### src/rtl/fp32_divsqrt_issue_ctrl_if.sv
// Issue/writeback handshake bundle for the FP32 div/sqrt issue controller.
// master: FP issue stage + writeback stage side; slave: the controller.
interface fp32_divsqrt_issue_ctrl_if #(
  parameter int TAG_WIDTH = 7
);
  logic                 in_valid;
  logic                 in_ready;
  logic [31:0]          in_lhs;
  logic [31:0]          in_rhs;
  logic                 in_is_divide;
  logic [2:0]           in_rm;
  logic [TAG_WIDTH-1:0] in_tag;
  logic                 out_valid;
  logic                 out_ready;
  logic [31:0]          out_result;
  logic [4:0]           out_fflags;
  logic [TAG_WIDTH-1:0] out_tag;

  modport master (
    output in_valid, in_lhs, in_rhs, in_is_divide, in_rm, in_tag, out_ready,
    input  in_ready, out_valid, out_result, out_fflags, out_tag
  );

  modport slave (
    input  in_valid, in_lhs, in_rhs, in_is_divide, in_rm, in_tag, out_ready,
    output in_ready, out_valid, out_result, out_fflags, out_tag
  );
endinterface

### src/rtl/fp32_divsqrt_issue_ctrl.sv
// Issue/writeback controller in front of the FP32 iterative div/sqrt core.
// Small FIFO of tagged ops, one op in flight, in-order results, flush with
// drain of the non-abortable core.
// Optional macro FP_DIVSQRT_SPECIAL_BYPASS_EN: NaN/zero/inf operands (and
// sqrt of negatives) complete locally in IDLE without launching the core.
module fp32_divsqrt_issue_ctrl #(
  parameter int TAG_WIDTH   = 7,
  parameter int QUEUE_DEPTH = 2
) (
  input  logic        clk,
  input  logic        rst,
  fp32_divsqrt_issue_ctrl_if.slave io,
  input  logic [2:0]  frm,
  input  logic        flush,
  output logic        core_req,
  output logic [31:0] core_lhs,
  output logic [31:0] core_rhs,
  output logic        core_is_divide,
  output logic [2:0]  core_round_mode,
  input  logic        core_finished,
  input  logic [31:0] core_result,
  input  logic [4:0]  core_fflags
);
  localparam int          AW       = (QUEUE_DEPTH > 1) ? $clog2(QUEUE_DEPTH) : 1;
  localparam logic [AW:0] FULL_CNT = QUEUE_DEPTH[AW:0];

  typedef struct packed {
    logic [31:0]          lhs;
    logic [31:0]          rhs;
    logic                 is_div;
    logic [2:0]           rm;
    logic [TAG_WIDTH-1:0] tag;
  } op_t;

  typedef enum logic [1:0] {IDLE, BUSY, DRAIN} state_t;

  op_t           mem [QUEUE_DEPTH];
  op_t           head, push_op, issued;
  logic [AW-1:0] wr_ptr, rd_ptr;
  logic [AW:0]   count;
  logic          empty, full, push, pop;
  logic          slot_free, launch, bypass, capture;
  state_t        state, state_nxt;

  logic          byp_hit;
  logic [31:0]   byp_result;
  logic [4:0]    byp_fflags;

  assign empty       = (count == '0);
  assign full        = (count == FULL_CNT);
  assign io.in_ready = !full;
  assign push        = io.in_valid && !full && !flush;
  assign pop         = launch || bypass;
  assign head        = mem[rd_ptr];
  assign slot_free   = !io.out_valid || io.out_ready;

  // Dynamic rounding mode is resolved once, when the op enters the FIFO.
  assign push_op = '{lhs:    io.in_lhs,
                     rhs:    io.in_rhs,
                     is_div: io.in_is_divide,
                     rm:     (io.in_rm == 3'b111) ? frm : io.in_rm,
                     tag:    io.in_tag};

`ifdef FP_DIVSQRT_SPECIAL_BYPASS_EN
  localparam logic [31:0] QNAN = 32'h7FC0_0000;

  // Returns {hit, result, fflags} for operands the core need not see.
  function automatic logic [37:0] special_eval(input logic [31:0] a,
                                               input logic [31:0] b,
                                               input logic        is_div);
    logic a_nan, b_nan, a_snan, b_snan, a_zero, b_zero, a_inf, b_inf, sgn;
    logic [37:0] r;
    a_nan  = (a[30:23] == 8'hFF) && (a[22:0] != '0);
    b_nan  = (b[30:23] == 8'hFF) && (b[22:0] != '0);
    a_snan = a_nan && !a[22];
    b_snan = b_nan && !b[22];
    a_inf  = (a[30:23] == 8'hFF) && (a[22:0] == '0);
    b_inf  = (b[30:23] == 8'hFF) && (b[22:0] == '0);
    a_zero = (a[30:0] == '0);
    b_zero = (b[30:0] == '0);
    sgn    = a[31] ^ b[31];
    r      = '0;
    if (!is_div) begin
      if (a_nan)       r = {1'b1, QNAN, a_snan, 4'b0000};
      else if (a_zero) r = {1'b1, a, 5'b00000};
      else if (a[31])  r = {1'b1, QNAN, 5'b10000};
      else if (a_inf)  r = {1'b1, a, 5'b00000};
    end else begin
      if (a_nan || b_nan)
        r = {1'b1, QNAN, a_snan | b_snan, 4'b0000};
      else if ((a_zero && b_zero) || (a_inf && b_inf))
        r = {1'b1, QNAN, 5'b10000};
      else if (a_inf || b_zero)  // DZ only for finite / 0
        r = {1'b1, sgn, 8'hFF, 23'd0, 1'b0, b_zero && !a_inf, 3'b000};
      else if (a_zero || b_inf)
        r = {1'b1, sgn, 31'd0, 5'b00000};
    end
    return r;
  endfunction

  assign {byp_hit, byp_result, byp_fflags} = special_eval(head.lhs, head.rhs, head.is_div);
`else
  assign byp_hit    = 1'b0;
  assign byp_result = '0;
  assign byp_fflags = '0;
`endif

  // FIFO pointers and occupancy; flush empties the queue.
  always_ff @(posedge clk) begin
    if (rst || flush) begin
      wr_ptr <= '0;
      rd_ptr <= '0;
      count  <= '0;
    end else begin
      if (push) wr_ptr <= wr_ptr + 1'b1;
      if (pop)  rd_ptr <= rd_ptr + 1'b1;
      case ({push, pop})
        2'b10:   count <= count + 1'b1;
        2'b01:   count <= count - 1'b1;
        default: ;
      endcase
    end
  end

  // FIFO storage.
  always_ff @(posedge clk) begin
    if (push) mem[wr_ptr] <= push_op;
  end

  // State register.
  always_ff @(posedge clk) begin
    if (rst) state <= IDLE;
    else     state <= state_nxt;
  end

  // Launch/bypass decision, completion and flush handling.
  always_comb begin
    state_nxt = state;
    launch    = 1'b0;
    bypass    = 1'b0;
    capture   = 1'b0;
    unique case (state)
      IDLE: begin
        if (!rst && !flush && !empty && slot_free) begin
          if (byp_hit) begin
            bypass = 1'b1;
          end else if (core_finished) begin
            launch    = 1'b1;
            state_nxt = BUSY;
          end
        end
      end
      BUSY: begin
        if (core_finished) begin
          capture   = !flush;  // flush in the same cycle discards the result
          state_nxt = IDLE;
        end else if (flush) begin
          state_nxt = DRAIN;
        end
      end
      DRAIN: begin
        if (core_finished) state_nxt = IDLE;
      end
      default: state_nxt = IDLE;
    endcase
  end

  // Remember the launched op so core operands hold and the tag survives.
  always_ff @(posedge clk) begin
    if (rst)         issued <= '0;
    else if (launch) issued <= head;
  end

  assign core_req        = launch;
  assign core_lhs        = launch ? head.lhs    : issued.lhs;
  assign core_rhs        = launch ? head.rhs    : issued.rhs;
  assign core_is_divide  = launch ? head.is_div : issued.is_div;
  assign core_round_mode = launch ? head.rm     : issued.rm;

  // Output slot: capture from core or bypass, hold until writeback accepts.
  always_ff @(posedge clk) begin
    if (rst) begin
      io.out_valid  <= 1'b0;
      io.out_result <= '0;
      io.out_fflags <= '0;
      io.out_tag    <= '0;
    end else if (flush) begin
      io.out_valid <= 1'b0;
    end else if (capture) begin
      io.out_valid  <= 1'b1;
      io.out_result <= core_result;
      io.out_fflags <= core_fflags;
      io.out_tag    <= issued.tag;
    end else if (bypass) begin
      io.out_valid  <= 1'b1;
      io.out_result <= byp_result;
      io.out_fflags <= byp_fflags;
      io.out_tag    <= head.tag;
    end else if (io.out_valid && io.out_ready) begin
      io.out_valid <= 1'b0;
    end
  end
endmodule

### src/flat_wrapper.sv
// flat-port wrapper written by rule: the top's interface ports become plain ports
module fp32_divsqrt_issue_ctrl_flat 
#(
  parameter int TAG_WIDTH   = 7,
  parameter int QUEUE_DEPTH = 2
)
  (clk, rst, frm, flush, core_req, core_lhs, core_rhs, core_is_divide, core_round_mode, core_finished, core_result, core_fflags, io_in_valid, io_in_lhs, io_in_rhs, io_in_is_divide, io_in_rm, io_in_tag, io_out_ready, io_in_ready, io_out_valid, io_out_result, io_out_fflags, io_out_tag);
  fp32_divsqrt_issue_ctrl_if #(.TAG_WIDTH(TAG_WIDTH)) io_i ();
  input  logic clk;
  input  logic rst;
  input  logic [2:0] frm;
  input  logic flush;
  output logic core_req;
  output logic [31:0] core_lhs;
  output logic [31:0] core_rhs;
  output logic core_is_divide;
  output logic [2:0] core_round_mode;
  input  logic core_finished;
  input  logic [31:0] core_result;
  input  logic [4:0] core_fflags;
  input wire logic [$bits(io_i.in_valid)-1:0] io_in_valid;
  input wire logic [$bits(io_i.in_lhs)-1:0] io_in_lhs;
  input wire logic [$bits(io_i.in_rhs)-1:0] io_in_rhs;
  input wire logic [$bits(io_i.in_is_divide)-1:0] io_in_is_divide;
  input wire logic [$bits(io_i.in_rm)-1:0] io_in_rm;
  input wire logic [$bits(io_i.in_tag)-1:0] io_in_tag;
  input wire logic [$bits(io_i.out_ready)-1:0] io_out_ready;
  output wire logic [$bits(io_i.in_ready)-1:0] io_in_ready;
  output wire logic [$bits(io_i.out_valid)-1:0] io_out_valid;
  output wire logic [$bits(io_i.out_result)-1:0] io_out_result;
  output wire logic [$bits(io_i.out_fflags)-1:0] io_out_fflags;
  output wire logic [$bits(io_i.out_tag)-1:0] io_out_tag;
  assign io_i.in_valid = io_in_valid;
  assign io_i.in_lhs = io_in_lhs;
  assign io_i.in_rhs = io_in_rhs;
  assign io_i.in_is_divide = io_in_is_divide;
  assign io_i.in_rm = io_in_rm;
  assign io_i.in_tag = io_in_tag;
  assign io_i.out_ready = io_out_ready;
  assign io_in_ready = io_i.in_ready;
  assign io_out_valid = io_i.out_valid;
  assign io_out_result = io_i.out_result;
  assign io_out_fflags = io_i.out_fflags;
  assign io_out_tag = io_i.out_tag;
  fp32_divsqrt_issue_ctrl #(.TAG_WIDTH(TAG_WIDTH), .QUEUE_DEPTH(QUEUE_DEPTH)) u_core (.clk(clk), .rst(rst), .io(io_i), .frm(frm), .flush(flush), .core_req(core_req), .core_lhs(core_lhs), .core_rhs(core_rhs), .core_is_divide(core_is_divide), .core_round_mode(core_round_mode), .core_finished(core_finished), .core_result(core_result), .core_fflags(core_fflags));
endmodule
### config.mk
export PLATFORM = sky130hd
export DESIGN_NAME = fp32_divsqrt_issue_ctrl_flat
export DESIGN_NICKNAME = d
export VERILOG_FILES = /design/src/rtl/fp32_divsqrt_issue_ctrl_if.sv /design/src/rtl/fp32_divsqrt_issue_ctrl.sv /design/src/flat_wrapper.sv
export SDC_FILE = /design/constraint.sdc
export NUM_CORES = 1
export LEC_CHECK = 0
export CORE_MARGIN = 1.5
export CORE_UTILIZATION = 35
export CTS_BUF_LIST = sky130_fd_sc_hd__clkbuf_16
export DETAILED_ROUTE_END_ITERATION = 8
export DONT_BUFFER_PORTS = 1
export PLACE_DENSITY_LB_ADDON = 0.08
export SLEW_MARGIN = 40
export SYNTH_ARGS = -nofsm -noshare
export SYNTH_HDL_FRONTEND = slang
export SYNTH_SLANG_ARGS = --single-unit
### constraint.sdc
create_clock -name clk -period 5.55 [get_ports clk]
set_input_delay 1.11 -clock clk [delete_from_list [all_inputs] [get_ports clk]]
set_output_delay 1.11 -clock clk [all_outputs]
set_load 0.02 [all_outputs]
==> flow_metrics.py <==
metrics = {
    "timing": {
        "post-route-period-util_pct": 74.8,
        "rsz0062_at_grt": "no",
        "finalHoldViolations": 0,
        "post-route-min-period_ps": 4150,
        "relSlewSlack_pct": 53.0,
        "max_freq_ghz": 0.241,
        "setup_viol": 0,
        "worstMarginPinSlew_ps": 705,
        "tns_ps": 0,
        "fin_skew_ps": 8.06,
        "finalMaxSlewViolations": 0,
    },
    "routing": {
        "drtIter0Drc": 237,
        "via_count": 6057,
        "post_drt_wl_per_cell_um": 19.6,
        "drc": 0,
        "finalWirelength_mm": 23.9,
        "drtAntennaViolNets": 0,
        "viasPerCell": 4.97,
        "dr.pass1.iters": 4,
    },
    "hold_path": {
        "holdPathStages": 1,
        "hold_class": "flip-flop to flip-flop",
    },
    "flow_run": {
        "cap_violations": 0,
    },
    "place": {
        "place_hpwl_mm": 15.4,
        "io_buffer_count": 0,
        "gp_congestion": 0.770,
        "dp.cells": 1158,
    },
    "final_layout": {
        "drive_gt1_share_pct": 28.7,
        "final_nets": 920,
        "stdcell_count": 1218,
        "syn_to_final_growth_pct": 13.0,
        "n_antenna_cell": 0,
    },
    "synth": {
        "post-synth-top-area-cell": "edfxtp_1",
        "post_synth.cell_area_avg_um2": 13.8,
        "syn-num-nets": 921,
        "netlist.area_leader.share_pct": 40.8,
        "synth_edf_count": 150,
        "seq_area_frac_synth_pct": 63.8,
        "ys_ff_latch": 277,
        "synth.most_common_cell": "mux2_2",
        "ys_warn_count": 0,
        "ys_types": 33,
        "yosys-top-cells-count": "mux2_2 (170), edfxtp_1 (150), dfxtp_1 (127), nand2_1 (97), nor2b_1 (68)",
        "synth_area_um2": 11000,
        "synth_area_leaders": "edfxtp_1 (41%), dfxtp_1 (23%), mux2_2 (17%)",
        "synthFlopType": "edfxtp_1",
        "synthArstFlopShare_pct": 0,
        "syn_inst": 799,
    },
    "clock_network": {
        "cts_tree": "built",
        "clk_latency_ps": 490,
        "cts-hold-fix-buffers": 0,
        "cts_made_buffers": 34,
        "cts_root_buffer": "clkbuf_16",
        "clockBufferDepth": 3,
        "postCtsSetupRepairBufs": 0,
        "cts_resized": 0,
        "clkSinkCount": 277,
        "clk_pin_slew_ps": 50,
        "htreeDepth": 2,
    },
    "global_routing": {
        "grt_max_degree": 124,
        "track_usage_pct": 14.6,
        "grt_first_pass_wirelength_mm": 37.4,
        "first_global_vias": 6429,
        "antenna_found_initial": 1,
        "overflow": 0,
    },
    "floorplan": {
        "die_w_um": 181,
        "die_height_um": 181,
        "pin_count": 236,
        "die_area_um2": 32600,
        "start_util_pct": 35.8,
        "coreArea_um2": 30800,
        "num_rows": 64,
    },
    "worst_setup_path": {
        "critPathKind": "input pin to primary output",
        "cp_max_fo": 123,
        "arrival_ps": 3040,
        "end_kind": "primary output",
        "r2r_cells": 7,
        "cp-start-kind": "input pin",
        "cp.required_ps": 4440,
    },
    "outcome": {
        "outcome": "finished clean",
    },
    "pwr": {
        "leakagePower_nw": 4.45,
        "ir_worst_vdd_mv": 0.214,
        "power_density_nw_per_um2": 342,
    },
}
[final cells by class]
cell class                      count  area (µm²)
Clock inverter                     25         113
Clock buffer                       35         876
Sequential cell                   277        7050
Tap cell                          396         495
Inverter                            6        32.5
Multi-Input combinational cell    467        3760
Fill cell                        2826       18300
Timing Repair Buffer               12         150
[placed cells by master (no fill, tap or decap), types with 4 or more instances in the layout]
master,Yosys,final
a21oi_1,46,46
clkinv_2,0,7
a211oi_1,8,8
inv_1,5,15
nor2b_1,68,68
clkinv_1,0,5
mux2_2,170,170
buf_4,3,6
mux2i_1,13,13
clkbuf_16,0,35
a41oi_1,7,7
dfxtp_1,127,126
nand2_1,97,97
o21a_1,4,4
edfxtp_1,150,150
mux2_1,31,31
[per-stage QoR]
step	total power (W)	hold slack [ps]	worst slack, ps	util (%)	cell area, µm²
floorplan	0.00235	432	319	-	11000
global placement	0.00236	454	1410	37.0	11400
detailed placement	0.00236	452	1440	37.3	11500
CTS	0.00434	463	1440	40.5	12500
global route	0.00443	477	1290	40.5	12500
finish	0.00426	460	1400	40.5	12500
[metal layers]
metal | up-vias | wire length, µm | track usage, %
met3 | 37 | 2120 | 5.42
met5 | - | 13 | 0
met4 | 2 | 443 | 4.40
met1 | 2957 | 9720 | 17.4
met2 | 193 | 11600 | 24.6
li1 | 2868 | - | -
[state kept, by name, summed over array words and instances, names as in the netlist, named ones only]
name / flops
u_core.mem: 150
u_core.issued: 75
u_core.io.out_result: 32
u_core.io.out_tag: 7
u_core.io.out_fflags: 5
u_core.count: 2
u_core.state: 2
u_core.io.out_valid: 1
u_core.rd_ptr: 1
u_core.wr_ptr: 1
[worst max-delay path, stage by stage]
cell	delay, ps
nor2_2	390
nand4_4	330
inv_6	540
mux2_1	500
[power by group]
group / internal (W) / total, W / leakage [nW] / switching, W
Combinational: 0.0000421 / 0.000104 / 1.52 / 0.0000620
Clock: 0.00114 / 0.00195 / 0.534 / 0.000808
Sequential: 0.00220 / 0.00221 / 2.40 / 0.0000111
Total: 0.00338 / 0.00426 / 4.45 / 0.000881
[final timing paths]
check	startpoint	end	slack, ps
worst max-delay path	rst	core_rhs[19]	1400
worst min-delay path	u_core.rd_ptr	flip-flop	460
worst max register to register	u_core.state[1]	u_core.count[1]	2670
worst min register to register	u_core.rd_ptr	flip-flop	460
[kinds of logic (layout without fill, tap and decap cells)]
group	after synthesis	after routing	share of synthesized area [%]
xor+xnor	2	2	0.159
compound gates	67	67	3.54
simple gates	183	183	8.31
buf+inv	55	78	2.42
mux	214	214	21.7
flops	277	277	63.8
fa+ha+maj	1	1	0.113
Power figures use the tool's default switching activity.
